**src/rtl/data_mem_arbiter.sv**
```systemverilog
// Round-robin arbiter sharing one data-memory read/write channel among per-thread LSUs.
// A single transaction is in flight at a time; every output is driven from a register.
module data_mem_arbiter #(
  parameter int NUM_CONSUMERS      = 4,
  parameter int DATA_MEM_ADDR_BITS = 8,
  parameter int DATA_MEM_DATA_BITS = 8
) (
  input  logic                                         clk,
  input  logic                                         reset,
  input  logic [NUM_CONSUMERS-1:0]                     consumer_read_valid,
  input  logic [NUM_CONSUMERS*DATA_MEM_ADDR_BITS-1:0]  consumer_read_address,
  output logic [NUM_CONSUMERS-1:0]                     consumer_read_ready,
  output logic [NUM_CONSUMERS*DATA_MEM_DATA_BITS-1:0]  consumer_read_data,
  input  logic [NUM_CONSUMERS-1:0]                     consumer_write_valid,
  input  logic [NUM_CONSUMERS*DATA_MEM_ADDR_BITS-1:0]  consumer_write_address,
  input  logic [NUM_CONSUMERS*DATA_MEM_DATA_BITS-1:0]  consumer_write_data,
  output logic [NUM_CONSUMERS-1:0]                     consumer_write_ready,
  output logic                                         mem_read_valid,
  output logic [DATA_MEM_ADDR_BITS-1:0]                mem_read_address,
  input  logic                                         mem_read_ready,
  input  logic [DATA_MEM_DATA_BITS-1:0]                mem_read_data,
  output logic                                         mem_write_valid,
  output logic [DATA_MEM_ADDR_BITS-1:0]                mem_write_address,
  output logic [DATA_MEM_DATA_BITS-1:0]                mem_write_data,
  input  logic                                         mem_write_ready,
  output logic                                         busy
);

  localparam int N     = NUM_CONSUMERS;
  localparam int A     = DATA_MEM_ADDR_BITS;
  localparam int D     = DATA_MEM_DATA_BITS;
  localparam int IDX_W = $clog2(NUM_CONSUMERS);

  typedef enum logic [1:0] {
    IDLE       = 2'd0,
    READ_WAIT  = 2'd1,
    WRITE_WAIT = 2'd2,
    RELAY      = 2'd3
  } state_t;

  state_t             state_r, state_nxt_s;
  logic [IDX_W-1:0]   rr_ptr_r, rr_ptr_nxt_s;
  logic [IDX_W-1:0]   grant_r, grant_nxt_s;
  logic               is_write_r, is_write_nxt_s;
  logic [N-1:0]       read_ready_r, read_ready_nxt_s;
  logic [N-1:0]       write_ready_r, write_ready_nxt_s;
  logic [D-1:0]       read_data_r [N];
  logic [D-1:0]       read_data_nxt_s [N];
  logic               mem_read_valid_r, mem_read_valid_nxt_s;
  logic [A-1:0]       mem_read_address_r, mem_read_address_nxt_s;
  logic               mem_write_valid_r, mem_write_valid_nxt_s;
  logic [A-1:0]       mem_write_address_r, mem_write_address_nxt_s;
  logic [D-1:0]       mem_write_data_r, mem_write_data_nxt_s;
  logic               busy_r, busy_nxt_s;

  logic [N-1:0]       pending_s;
  logic               found_s;
  logic [IDX_W-1:0]   scan_idx_s;
  logic [IDX_W:0]     cand_s;
  logic               relay_valid_s;
  logic [A-1:0]       rd_addr_s [N];
  logic [A-1:0]       wr_addr_s [N];
  logic [D-1:0]       wr_data_s [N];

  // Unpack the flat per-consumer buses and pack the per-consumer read data.
  for (genvar gi = 0; gi < N; gi++) begin : g_lanes
    assign rd_addr_s[gi]                = consumer_read_address[gi*A +: A];
    assign wr_addr_s[gi]                = consumer_write_address[gi*A +: A];
    assign wr_data_s[gi]                = consumer_write_data[gi*D +: D];
    assign consumer_read_data[gi*D +: D] = read_data_r[gi];
  end

  assign pending_s            = consumer_read_valid | consumer_write_valid;
  assign consumer_read_ready  = read_ready_r;
  assign consumer_write_ready = write_ready_r;
  assign mem_read_valid       = mem_read_valid_r;
  assign mem_read_address     = mem_read_address_r;
  assign mem_write_valid      = mem_write_valid_r;
  assign mem_write_address    = mem_write_address_r;
  assign mem_write_data       = mem_write_data_r;
  assign busy                 = busy_r;

  // Round-robin scan: first pending consumer at or after rr_ptr, wrapping modulo N.
  always_comb begin
    found_s    = 1'b0;
    scan_idx_s = IDX_W'(0);
    cand_s     = (IDX_W+1)'(0);
    for (int k = 0; k < N; k++) begin
      cand_s = {1'b0, rr_ptr_r} + (IDX_W+1)'(k);
      if (cand_s >= (IDX_W+1)'(N)) begin
        cand_s = cand_s - (IDX_W+1)'(N);
      end else begin
        cand_s = cand_s;
      end
      if (!found_s && pending_s[cand_s[IDX_W-1:0]]) begin
        found_s    = 1'b1;
        scan_idx_s = cand_s[IDX_W-1:0];
      end else begin
        found_s    = found_s;
      end
    end
  end

  // The valid that keeps the current grant parked in RELAY.
  always_comb begin
    if (is_write_r) begin
      relay_valid_s = consumer_write_valid[grant_r];
    end else begin
      relay_valid_s = consumer_read_valid[grant_r];
    end
  end

  // Next-state and next-output logic; every register holds unless a transition updates it.
  always_comb begin
    state_nxt_s             = state_r;
    rr_ptr_nxt_s            = rr_ptr_r;
    grant_nxt_s             = grant_r;
    is_write_nxt_s          = is_write_r;
    read_ready_nxt_s        = read_ready_r;
    write_ready_nxt_s       = write_ready_r;
    read_data_nxt_s         = read_data_r;
    mem_read_valid_nxt_s    = mem_read_valid_r;
    mem_read_address_nxt_s  = mem_read_address_r;
    mem_write_valid_nxt_s   = mem_write_valid_r;
    mem_write_address_nxt_s = mem_write_address_r;
    mem_write_data_nxt_s    = mem_write_data_r;
    case (state_r)
      IDLE: begin
        if (found_s) begin
          grant_nxt_s = scan_idx_s;
          // A consumer asking for both is served its read first.
          if (consumer_read_valid[scan_idx_s]) begin
            is_write_nxt_s         = 1'b0;
            mem_read_valid_nxt_s   = 1'b1;
            mem_read_address_nxt_s = rd_addr_s[scan_idx_s];
            state_nxt_s            = READ_WAIT;
          end else begin
            is_write_nxt_s          = 1'b1;
            mem_write_valid_nxt_s   = 1'b1;
            mem_write_address_nxt_s = wr_addr_s[scan_idx_s];
            mem_write_data_nxt_s    = wr_data_s[scan_idx_s];
            state_nxt_s             = WRITE_WAIT;
          end
        end else begin
          state_nxt_s = IDLE;
        end
      end
      READ_WAIT: begin
        if (mem_read_ready) begin
          mem_read_valid_nxt_s      = 1'b0;
          read_data_nxt_s[grant_r]  = mem_read_data;
          read_ready_nxt_s[grant_r] = 1'b1;
          state_nxt_s               = RELAY;
        end else begin
          state_nxt_s = READ_WAIT;
        end
      end
      WRITE_WAIT: begin
        if (mem_write_ready) begin
          mem_write_valid_nxt_s      = 1'b0;
          write_ready_nxt_s[grant_r] = 1'b1;
          state_nxt_s                = RELAY;
        end else begin
          state_nxt_s = WRITE_WAIT;
        end
      end
      RELAY: begin
        if (!relay_valid_s) begin
          read_ready_nxt_s  = {N{1'b0}};
          write_ready_nxt_s = {N{1'b0}};
          if (grant_r == IDX_W'(N - 1)) begin
            rr_ptr_nxt_s = IDX_W'(0);
          end else begin
            rr_ptr_nxt_s = grant_r + IDX_W'(1);
          end
          state_nxt_s = IDLE;
        end else begin
          state_nxt_s = RELAY;
        end
      end
      default: begin
        state_nxt_s = IDLE;
      end
    endcase
    busy_nxt_s = (state_nxt_s != IDLE);
  end

  // State and output registers; reset abandons any transaction without acknowledging it.
  always_ff @(posedge clk) begin
    if (reset) begin
      state_r             <= IDLE;
      rr_ptr_r            <= IDX_W'(0);
      grant_r             <= IDX_W'(0);
      is_write_r          <= 1'b0;
      read_ready_r        <= {N{1'b0}};
      write_ready_r       <= {N{1'b0}};
      for (int i = 0; i < N; i++) begin
        read_data_r[i] <= D'(0);
      end
      mem_read_valid_r    <= 1'b0;
      mem_read_address_r  <= A'(0);
      mem_write_valid_r   <= 1'b0;
      mem_write_address_r <= A'(0);
      mem_write_data_r    <= D'(0);
      busy_r              <= 1'b0;
    end else begin
      state_r             <= state_nxt_s;
      rr_ptr_r            <= rr_ptr_nxt_s;
      grant_r             <= grant_nxt_s;
      is_write_r          <= is_write_nxt_s;
      read_ready_r        <= read_ready_nxt_s;
      write_ready_r       <= write_ready_nxt_s;
      read_data_r         <= read_data_nxt_s;
      mem_read_valid_r    <= mem_read_valid_nxt_s;
      mem_read_address_r  <= mem_read_address_nxt_s;
      mem_write_valid_r   <= mem_write_valid_nxt_s;
      mem_write_address_r <= mem_write_address_nxt_s;
      mem_write_data_r    <= mem_write_data_nxt_s;
      busy_r              <= busy_nxt_s;
    end
  end

endmodule
```
**config.mk**
```make
export PLATFORM = sky130hd
export DESIGN_NAME = data_mem_arbiter
export DESIGN_NICKNAME = d
export VERILOG_FILES = /design/src/rtl/data_mem_arbiter.sv
export SDC_FILE = /design/constraint.sdc
export NUM_CORES = 1
export LEC_CHECK = 0
export BUFFER_PORTS_ARGS = -buffer_cell sky130_fd_sc_hd__buf_2
export CORE_MARGIN = 8
export CORE_UTILIZATION = 45
export DETAILED_ROUTE_END_ITERATION = 6
export HOLD_SLACK_MARGIN = 0.02
export PLACE_DENSITY = 0.86
export SLEW_MARGIN = 20
export SYNTH_ARGS = -nofsm -noshare
export SYNTH_HDL_FRONTEND = slang
export SYNTH_SLANG_ARGS = --single-unit
export TNS_END_PERCENT = 1
```
**constraint.sdc**
```tcl
create_clock -name clk -period 2.51 [get_ports clk]
set_input_delay 0.502 -clock clk [delete_from_list [all_inputs] [get_ports clk]]
set_output_delay 0.502 -clock clk [all_outputs]
set_load 0.005 [all_outputs]
```
==> flow_metrics.py, run 1 <==
metrics = {
    "cts": {
        "root_buffer": "clkbuf_8",
        "path_clk_slew_ns": 0.09,
        "cts_tree": "built",
        "clock_sinks": 74,
        "cts_made_buffers": 9,
        "htree_levels": 3,
        "cts_buffer_depth": 2,
        "insertion_delay_ns": 0.33,
        "cts_resized": 0,
        "ctsHoldBuffers": 0,
        "cts_setup_buffers": 0,
    },
    "layout": {
        "num_antenna_cells": 0,
        "nNetsFinal": 768,
        "area_growth_syn_to_layout_pct": 35.4,
        "drive_above_1_share": 0.348,
        "final_area_um2": 4840,
    },
    "floorplanning": {
        "ioPinCount": 183,
        "die_h_um": 105,
        "initial_core_util": 0.462,
        "die-area_um2": 11000,
        "core_region_area_um2": 7730,
        "rows": 32,
        "die_x_um": 105,
    },
    "sta": {
        "drv_slew": 0,
        "setup_ws_ns": 0.184,
        "fmax_mhz": 430,
        "setup_viol": 0,
        "relSlewSlack": 0.495,
        "final_hold_viol_count": 0,
        "fin_crit_ns": 2.33,
        "fin_skew_ns": 0.00934,
        "rsz0062_at_grt": "no",
        "fin_crit_sh": 0.927,
        "tightest_slew_ns": 0.753,
    },
    "flow_run": {
        "drv_cap": 0,
    },
    "logic_synthesis": {
        "synth_warnings": 0,
        "yosys_most_used_dff": "dfxtp_1",
        "synth_common_cells": "a21oi_1, dfxtp_1, nand2_1, inv_1, o21ai_0",
        "netlist.area_leader.share": 0.415,
        "synth_top_area_cell": "dfxtp_1",
        "synth_async_sr_flop_share": 0,
        "yosysMostFrequentCell": "a21oi_1",
        "synth_cell_type_count": 41,
        "synth_area_leaders": "dfxtp_1, a21oi_1, nand2_1",
        "ys_seq_elements": 74,
        "synth_area_um2": 3570,
        "seq_area_frac_synth": 0.415,
        "synth_edf_count": 0,
        "syn_inst": 468,
        "syn_nets": 588,
        "synth_area_per_cell_um2": 7.64,
    },
    "drt": {
        "vias": 3973,
        "drtIter0Drc": 166,
        "totalWireLength_mm": 11.6,
        "wl_per_cell_um": 15.4,
        "viasPerCell": 5.26,
        "drtAntennaViolNets": 0,
        "drc": 0,
        "dr.pass1.iters": 5,
    },
    "power": {
        "leakage_uw": 0.00233,
        "ir_drop_uv": 373,
        "power_density_nw_per_um2": 597,
        "power.total_uw": 2890,
    },
    "placement": {
        "portBuffers": 182,
        "dpl.hpwl_mm": 9.57,
        "gp_congestion": 0.894,
        "pre_cts_ws_ns": -0.0541,
        "place_area_um2": 4630,
    },
    "setup_path": {
        "startpoint_type": "flip-flop",
        "crit_required_ns": 2.78,
        "cp_max_fo": 16,
        "worst-setup-path-type": "reg2reg",
        "worstPathArrival_ns": 2.60,
        "endpoint_kind": "flip-flop",
    },
    "grt": {
        "first_global_vias": 4308,
        "grt_pass1_wl_mm": 19.4,
        "met2_usage": 0.371,
        "met1_usage": 0.215,
        "gr-usage-all-layers": 0.208,
        "busiest_layer": "met2",
        "grt_remaining_overflow": 0,
        "antenna_found_initial": 0,
        "use_met3": 0.0657,
        "grt_max_degree": 43,
    },
    "run_status": {
        "status": "finished, final reports clean",
    },
    "hold_path": {
        "hp-class": "in2reg",
    },
}
## layer usage
metal	wire length, um	vias up
met1	4590	1787
met5	0	-
met3	935	28
met2	5730	196
li1	-	1962
met4	379	0
## registers in the layout, indices dropped and copies added (netlist names), 2 cells and up
name	flops
consumer_read_data	32
mem_read_address	8
mem_write_address	8
mem_write_data	8
consumer_read_ready	4
consumer_write_ready	4
grant_r	2
rr_ptr_r	2
state_r	2
## power by group
group | internal (uW) | total (uW) | switching (uW)
registers | 1260 | 1320 | 56.7
clock network | 480 | 957 | 477
logic | 283 | 611 | 328
## layout by cell type, fill, tap and decap left out, types with 2 or more instances in the layout
master        n
buf_2       182
a21oi_1      90
dfxtp_1      74
nand2_1      73
inv_1        51
o21ai_0      51
a32o_1       24
nor2_1       23
buf_4        16
clkbuf_8      9
and2_1        5
ha_1          4
nor2b_1       3
mux2i_1       3
nand3_1       3
nor3_2        3
o211ai_1      2
or3_1         2
o21ai_1       2
a21oi_2       2
mux4_2        2
o21a_1        2
nand2b_1      2
clkinvlp_4    2
inv_6         2
inv_8         2
## cells by family (layout without fill, tap and decap cells)
logic type                 count (synthesis)  after routing  share of synthesized area
and+or+nand+nor                          121            121                      0.149
DFF                                       74             74                      0.415
adders and majority gates                  4              4                     0.0140
muxes                                      7              7                     0.0315
AOI/OAI and AO/OA                        181            181                      0.299
buffers and inverters                     81            266                     0.0921
## critical path, cell delays in order, from the launching register on
cell      delay [ns]
dfxtp_1         0.42
o21bai_1        0.14
a21boi_1        0.10
or3_1           0.48
mux2_4          0.37
nor3_4          0.49
a32o_1          0.26
## per-stage QoR
| step | util | setup TNS [ns] | cells | hold slack (ns) |
|---|---|---|---|---|
| floorplan | - | 0 | 468 | 0.453 |
| global placement | 0.599 | 0 | 739 | 0.438 |
| detailed placement | 0.599 | -0.666 | 739 | 0.445 |
| CTS | 0.626 | 0 | 755 | 0.418 |
| global route | 0.626 | 0 | 755 | 0.430 |
| finish | 0.626 | 0 | 755 | 0.437 |
## path summary, 6_finish.rpt
| check | end | depth (start not counted) | startpoint | slack (ns) |
|---|---|---|---|---|
| worst max register to register | mem_write_data[7] | 6 | rr_ptr_r[1] | 0.18 |
| worst min-delay path | consumer_read_data[7] | 3 | mem_read_data[7] | 0.44 |
| worst max-delay path | mem_write_data[7] | 6 | rr_ptr_r[1] | 0.18 |
| worst min register to register | consumer_read_data[4] | 2 | consumer_read_data[4] | 0.46 |
## area by class of cell
class                   instances  area (um^2)
fillers                       664         2890
clock inverters                 7         85.1
well taps                     102          128
flip-flops and latches         74         1480
repair buffers                199         1050
multi-input cells             313         1780
clock buffers                   9          124
inverters                      51          191
No activity file was read; power rests on OpenSTA's default activity.
==> run 2: changes to the inputs <==
--- a/config.mk
+++ b/config.mk
@@ -7,10 +7,10 @@
 export LEC_CHECK = 0
 export BUFFER_PORTS_ARGS = -buffer_cell sky130_fd_sc_hd__buf_2
 export CORE_MARGIN = 8
-export CORE_UTILIZATION = 45
+export CORE_UTILIZATION = 46
 export DETAILED_ROUTE_END_ITERATION = 6
 export HOLD_SLACK_MARGIN = 0.02
-export PLACE_DENSITY = 0.86
+export PLACE_DENSITY = 0.81
 export SLEW_MARGIN = 20
 export SYNTH_ARGS = -nofsm -noshare
 export SYNTH_HDL_FRONTEND = slang
==> run 2 against run 1 <==
  * Fmax up 0.58%
  * Combinational power increased by 1%
  * Sequential power barely moved
  * Critical path type unchanged
  * Design area is 0.65% higher
  * Final cell count decreased by 0.13%
==> flow_metrics.py, run 2 (synthesis results as in run 1) <==
metrics = {
    "power": {
        "power_density_nw_per_um2": 630,
        "ir_drop_uv": 299,
        "power.total_uw": 3070,
        "leakage_uw": 0.00234,
    },
    "grt": {
        "grt_max_degree": 40,
        "grt_remaining_overflow": 0,
        "busiest_layer": "met2",
        "first_global_vias": 4277,
        "gr-usage-all-layers": 0.216,
        "met1_usage": 0.220,
        "use_met3": 0.0750,
        "grt_pass1_wl_mm": 19.6,
        "antenna_found_initial": 0,
        "met2_usage": 0.375,
    },
    "cts": {
        "cts_buffer_depth": 2,
        "root_buffer": "clkbuf_8",
        "cts_setup_buffers": 0,
        "clock_sinks": 74,
        "htree_levels": 3,
        "cts_made_buffers": 9,
        "cts_tree": "built",
        "path_clk_slew_ns": 0.09,
        "ctsHoldBuffers": 0,
        "cts_resized": 0,
        "insertion_delay_ns": 0.34,
    },
    "sta": {
        "setup_viol": 0,
        "relSlewSlack": 0.536,
        "fin_crit_ns": 2.31,
        "fin_crit_sh": 0.921,
        "rsz0062_at_grt": "no",
        "setup_tns_ns": 0,
        "drv_slew": 0,
        "final_hold_viol_count": 0,
        "hold-worst-slack_ns": 0.426,
        "fin_skew_ns": 0.0152,
        "fmax_mhz": 432,
        "tightest_slew_ns": 0.692,
    },
    "floorplanning": {
        "ioPinCount": 183,
        "die_h_um": 104,
        "die_x_um": 104,
        "die-area_um2": 10800,
        "core_region_area_um2": 7650,
        "rows": 32,
        "initial_core_util": 0.467,
    },
    "layout": {
        "final_cell_mix": "buf_2, a21oi_1, dfxtp_1",
        "final_common_cell": "buf_2",
        "num_antenna_cells": 0,
        "area_growth_syn_to_layout_pct": 36.3,
        "final_cell_count_no_fill": 754,
        "drive_above_1_share": 0.347,
        "largest_register_ffs": 32,
        "utilization": 0.637,
        "nNetsFinal": 767,
    },
    "drt": {
        "wl_per_cell_um": 15.8,
        "totalWireLength_mm": 11.9,
        "dr.pass1.iters": 4,
        "drtIter0Drc": 159,
        "drtAntennaViolNets": 0,
        "viasPerCell": 5.29,
        "vias": 3987,
        "drc": 0,
    },
    "run_status": {
        "status": "finished, final reports clean",
    },
    "flow_run": {
        "drv_cap": 0,
    },
    "placement": {
        "dpl.hpwl_mm": 9.68,
        "portBuffers": 182,
        "gp_congestion": 0.926,
        "place_inst": 738,
    },
    "setup_path": {
        "startpoint_type": "flip-flop",
        "worst-setup-path-type": "reg2reg",
        "endpoint_kind": "flip-flop",
        "cp_max_fo": 16,
        "crit_slowest_cell": "or3_1",
        "cp_top_family": "simple AND/OR/NAND/NOR gates",
        "max_stage_delay_ns": 0.49,
        "cp_cell_sequence": "o21bai_1 -> a21boi_1 -> or3_1 -> mux2_4 -> nor3_4 -> a32o_1",
        "worstPathArrival_ns": 2.59,
        "worst-path-buf-inv": 0,
        "crit_required_ns": 2.78,
    },
    "hold_path": {
        "hp-class": "in2reg",
    },
}
[run 2: cell types whose count changed in the layout (fill, tap and decap cells not counted), sizes merged]
cell and delta:
clkinv +1, buf -1, bufinv +2, inv -2, clkinvlp -1
[run 2: cell type report]
class	instances	area, um^2
multi-input combinational	313	1780
sequential	74	1480
clock buffer	9	124
fill	646	2780
timing repair buffer	198	1040
inverter	51	191
clock inverter	7	124
tap	102	128
[run 2: through the flow]
stage | setup slack [ns] | cell area [um^2]
4_1_cts | 0.192 | 4870
5_1_grt | 0.0449 | 4870
2_1_floorplan | 0.357 | 3570
3_5_place_dp | -0.0483 | 4620
3_3_place_gp | 0.0605 | 4620
6_report | 0.198 | 4870
[run 2: routing by layer]
layer	vias up	wire length (um)	part of all wire
met1	1787	4550	0.38
met2	199	5830	0.49
met5	-	0	0
met3	37	1020	0.085
met4	0	512	0.043
li1	1964	-	-
[run 2: worst paths after layout]
kind                           from                endpoint  slack, ns  depth (start not counted)
max                     rr_ptr_r[1]       mem_write_data[6]       0.20                          6
min                mem_read_data[1]  consumer_read_data[25]       0.43                          3
max reg2reg             rr_ptr_r[1]       mem_write_data[6]       0.20                          6
min reg2reg  consumer_read_data[10]  consumer_read_data[10]       0.45                          2
[run 2: power breakdown]
group          internal [uW]  total (uW)  switching, uW
logic                    284         619            335
registers               1260        1320           60.0
clock network            669        1130            460
[run 2: worst min-delay path: stages]
cell and delay (ns):
buf_2 0.12, nand2_1 0.05, a21oi_1 0.05
==> run 3: changes to the inputs <==
--- a/config.mk
+++ b/config.mk
@@ -5,9 +5,10 @@
 export SDC_FILE = /design/constraint.sdc
 export NUM_CORES = 1
 export LEC_CHECK = 0
+export ABC_AREA = 1
 export BUFFER_PORTS_ARGS = -buffer_cell sky130_fd_sc_hd__buf_2
-export CORE_MARGIN = 8
-export CORE_UTILIZATION = 46
+export CORE_MARGIN = 2
+export CORE_UTILIZATION = 48
 export DETAILED_ROUTE_END_ITERATION = 6
 export HOLD_SLACK_MARGIN = 0.02
 export PLACE_DENSITY = 0.81
==> constraint.sdc (replaced) <==
create_clock -name clk -period 2.51 [get_ports clk]
set_input_delay 0.6275 -clock clk [delete_from_list [all_inputs] [get_ports clk]]
set_output_delay 0.6275 -clock clk [all_outputs]
set_load 0.005 [all_outputs]
==> run 3 against run 2 <==
  * Wire length shrank 2.8%
  * Sequential share of layout area fell by 2.2 points
  * Hold slack improved by 0.032 ns
  * Total power increased by 65%
  * Register-to-register slack improved by 0.14 ns
  * Critical path depth is 9 higher
  * Setup slack gained 0.092 ns
  * Count of clock-buffer cells in the layout did not move
==> flow_metrics.py, run 3 <==
metrics = {
    "logic_synthesis": {
        "synth_common_cells": "nand2_1, inv_1, dfxtp_1, nor2_1, nand3_1",
        "ys_seq_elements": 74,
        "synth_area_per_cell_um2": 6.41,
        "seq_area_frac_synth": 0.365,
        "synth_async_sr_flop_share": 0,
        "yosys_most_used_dff": "dfxtp_1",
        "synth_area_um2": 4060,
        "syn_inst": 633,
        "synth_area_leaders": "dfxtp_1, nand2_1, inv_1",
        "synth_cell_type_count": 28,
        "yosysMostFrequentCell": "nand2_1",
        "synth_top_area_cell": "dfxtp_1",
        "synth_warnings": 0,
        "netlist.area_leader.share": 0.365,
        "syn_nets": 753,
        "synth_edf_count": 0,
    },
    "cts": {
        "ctsHoldBuffers": 0,
        "insertion_delay_ns": 0.35,
        "path_clk_slew_ns": 0.08,
        "root_buffer": "clkbuf_8",
        "cts_made_buffers": 9,
        "clock_sinks": 74,
        "cts_setup_buffers": 0,
        "cts_buffer_depth": 2,
        "htree_levels": 3,
        "cts_tree": "built",
    },
    "layout": {
        "nNetsFinal": 924,
        "drive_above_1_share": 0.278,
        "final_common_cell": "buf_2",
        "area_growth_syn_to_layout_pct": 29.3,
        "num-fill-cells": 772,
        "largest_register_ffs": 32,
        "final_cell_mix": "buf_2, nand2_1, inv_1",
        "num_antenna_cells": 0,
    },
    "drt": {
        "dr.pass1.iters": 5,
        "wl_per_cell_um": 12.7,
        "viasPerCell": 5.02,
        "vias": 4585,
        "drtIter0Drc": 211,
        "drtAntennaViolNets": 0,
        "totalWireLength_mm": 11.6,
        "drc": 0,
    },
    "power": {
        "switchingPower_uw": 2140,
        "p_sw_frac": 0.421,
        "combPwrFrac": 0.478,
        "power_density_nw_per_um2": 969,
        "p_int_uw": 2940,
        "leakage_uw": 0.00281,
        "power.total_uw": 5080,
        "seqPwrFrac": 0.329,
        "power.share.clock": 0.193,
        "ir_drop_uv": 416,
    },
    "sta": {
        "relSlewSlack": 0.667,
        "final_hold_viol_count": 0,
        "fin_crit_ns": 2.22,
        "setup_ws_ns": 0.290,
        "fin_crit_sh": 0.885,
        "setup_tns_ns": 0,
        "tightest_slew_ns": 0.496,
        "rsz0062_at_grt": "no",
        "drv_slew": 0,
        "fmax_mhz": 450,
        "fin_skew_ns": 0.00940,
        "setup_viol": 0,
    },
    "floorplanning": {
        "die-area_um2": 9200,
        "initial_core_util": 0.494,
        "die_x_um": 95.9,
        "die_h_um": 95.9,
        "core_region_area_um2": 8220,
        "ioPinCount": 183,
        "rows": 33,
    },
    "flow_run": {
        "drv_cap": 0,
    },
    "setup_path": {
        "worstPathArrival_ns": 2.46,
        "startpoint_type": "input pin",
        "cp_max_fo": 12,
        "crit_required_ns": 2.74,
        "endpoint_kind": "flip-flop",
        "worst-setup-path-type": "in2reg",
    },
    "grt": {
        "first_global_vias": 4009,
        "grt_pass1_wl_mm": 17.9,
        "antenna_found_initial": 0,
        "grt_remaining_overflow": 0,
        "gr-usage-all-layers": 0.249,
        "grt_max_degree": 39,
    },
    "hold_path": {
        "hp-class": "reg2reg",
    },
    "placement": {
        "gp_congestion": 0.854,
        "portBuffers": 182,
        "pre_cts_ws_ns": 0.00381,
        "dpl.hpwl_mm": 9.02,
    },
    "run_status": {
        "status": "finished, final reports clean",
    },
}
## run 3: cell types whose count changed after synthesis, sizes merged, moves of 3 or more
cell    before  now
clkbuf      24   14
mux2i        4    0
nor2b        3    0
nand2       73  170
a21oi       93   47
nand4        1    5
nand3        3   63
a32o        24    0
o211ai       2   25
o21ai       53   50
inv         51   84
buf          6   19
nor2        24   73
and2         5    0
## run 3: worst paths after layout
path                         end  slack [ns]                     from  cells past startpoint
min reg2reg      mem_write_valid        0.46          mem_write_valid                      2
max          mem_read_address[2]        0.29  consumer_write_valid[1]                     15
max reg2reg  mem_read_address[2]        0.34              rr_ptr_r[1]                     15
min              mem_write_valid        0.46          mem_write_valid                      2
## run 3: critical path: stages
cell	delay, ns
buf_2	0.10
nor2_1	0.17
nand2_1	0.10
nand3_1	0.12
nand2_2	0.09
inv_1	0.08
nand2_1	0.05
nand2_1	0.12
nand3_2	0.22
nand2_1	0.17
nand2_1	0.07
nand2_1	0.08
nand3_2	0.22
nand3_1	0.15
o21ai_1	0.09
## run 3: power by group through the flow
stage          combinational (uW)  sequential (uW)  clock, uW
4_1_cts                      2430             1670        990
6_report                     2430             1670        979
3_5_place_dp                 2420             1700          0
2_1_floorplan                1700             1680          0
3_3_place_gp                 2360             1680          0
5_1_grt                      2780             1700       1040
## run 3: area by class of cell
cell class / instances / area [um^2] / share of cell area
clock buffer: 9 / 124 / 0.0236
clock inverter: 6 / 82.6 / 0.0157
inverter: 85 / 327 / 0.0622
multi-input combinational: 441 / 2070 / 0.394
sequential: 74 / 1480 / 0.283
tap: 105 / 131 / 0.0250
timing repair buffer: 193 / 1030 / 0.197
## run 3: layer usage
layer  vias up  routed length [um]  track usage  share of wire
met5         -                   0            0              0
li1       2377                   -            -              -
met3        25                 826       0.0446          0.071
met2       206                5790        0.443           0.50
met4         0                 252       0.0964          0.022
met1      1977                4710        0.297           0.41
## run 3: timing repair
item                                    in CTS  in global routing
endpoints found under the setup margin       0                  2
hold endpoints to repair                     0                  0
gates resized for setup                      0                  3
## run 3: per-stage QoR
stage / utilization / instance area (um^2) / instances / hold WS [ns]
floorplan: - / 4060 / 633 / 0.442
global placement: 0.613 / 5040 / 898 / 0.438
detailed placement: 0.613 / 5040 / 898 / 0.445
CTS: 0.638 / 5240 / 913 / 0.456
global route: 0.638 / 5250 / 913 / 0.468
finish: 0.638 / 5250 / 913 / 0.457
## run 3: kinds of logic (layout without fill, tap and decap cells)
| kind of cell | count (synthesis) | after routing | share of synthesized area |
|---|---|---|---|
| AND/OR/NAND/NOR | 313 | 313 | 0.328 |
| buffers and inverters | 118 | 293 | 0.125 |
| adder cells (fa/ha/maj) | 4 | 4 | 0.0123 |
| AO/OA/AOI/OAI | 124 | 124 | 0.169 |
| flip-flops | 74 | 74 | 0.365 |
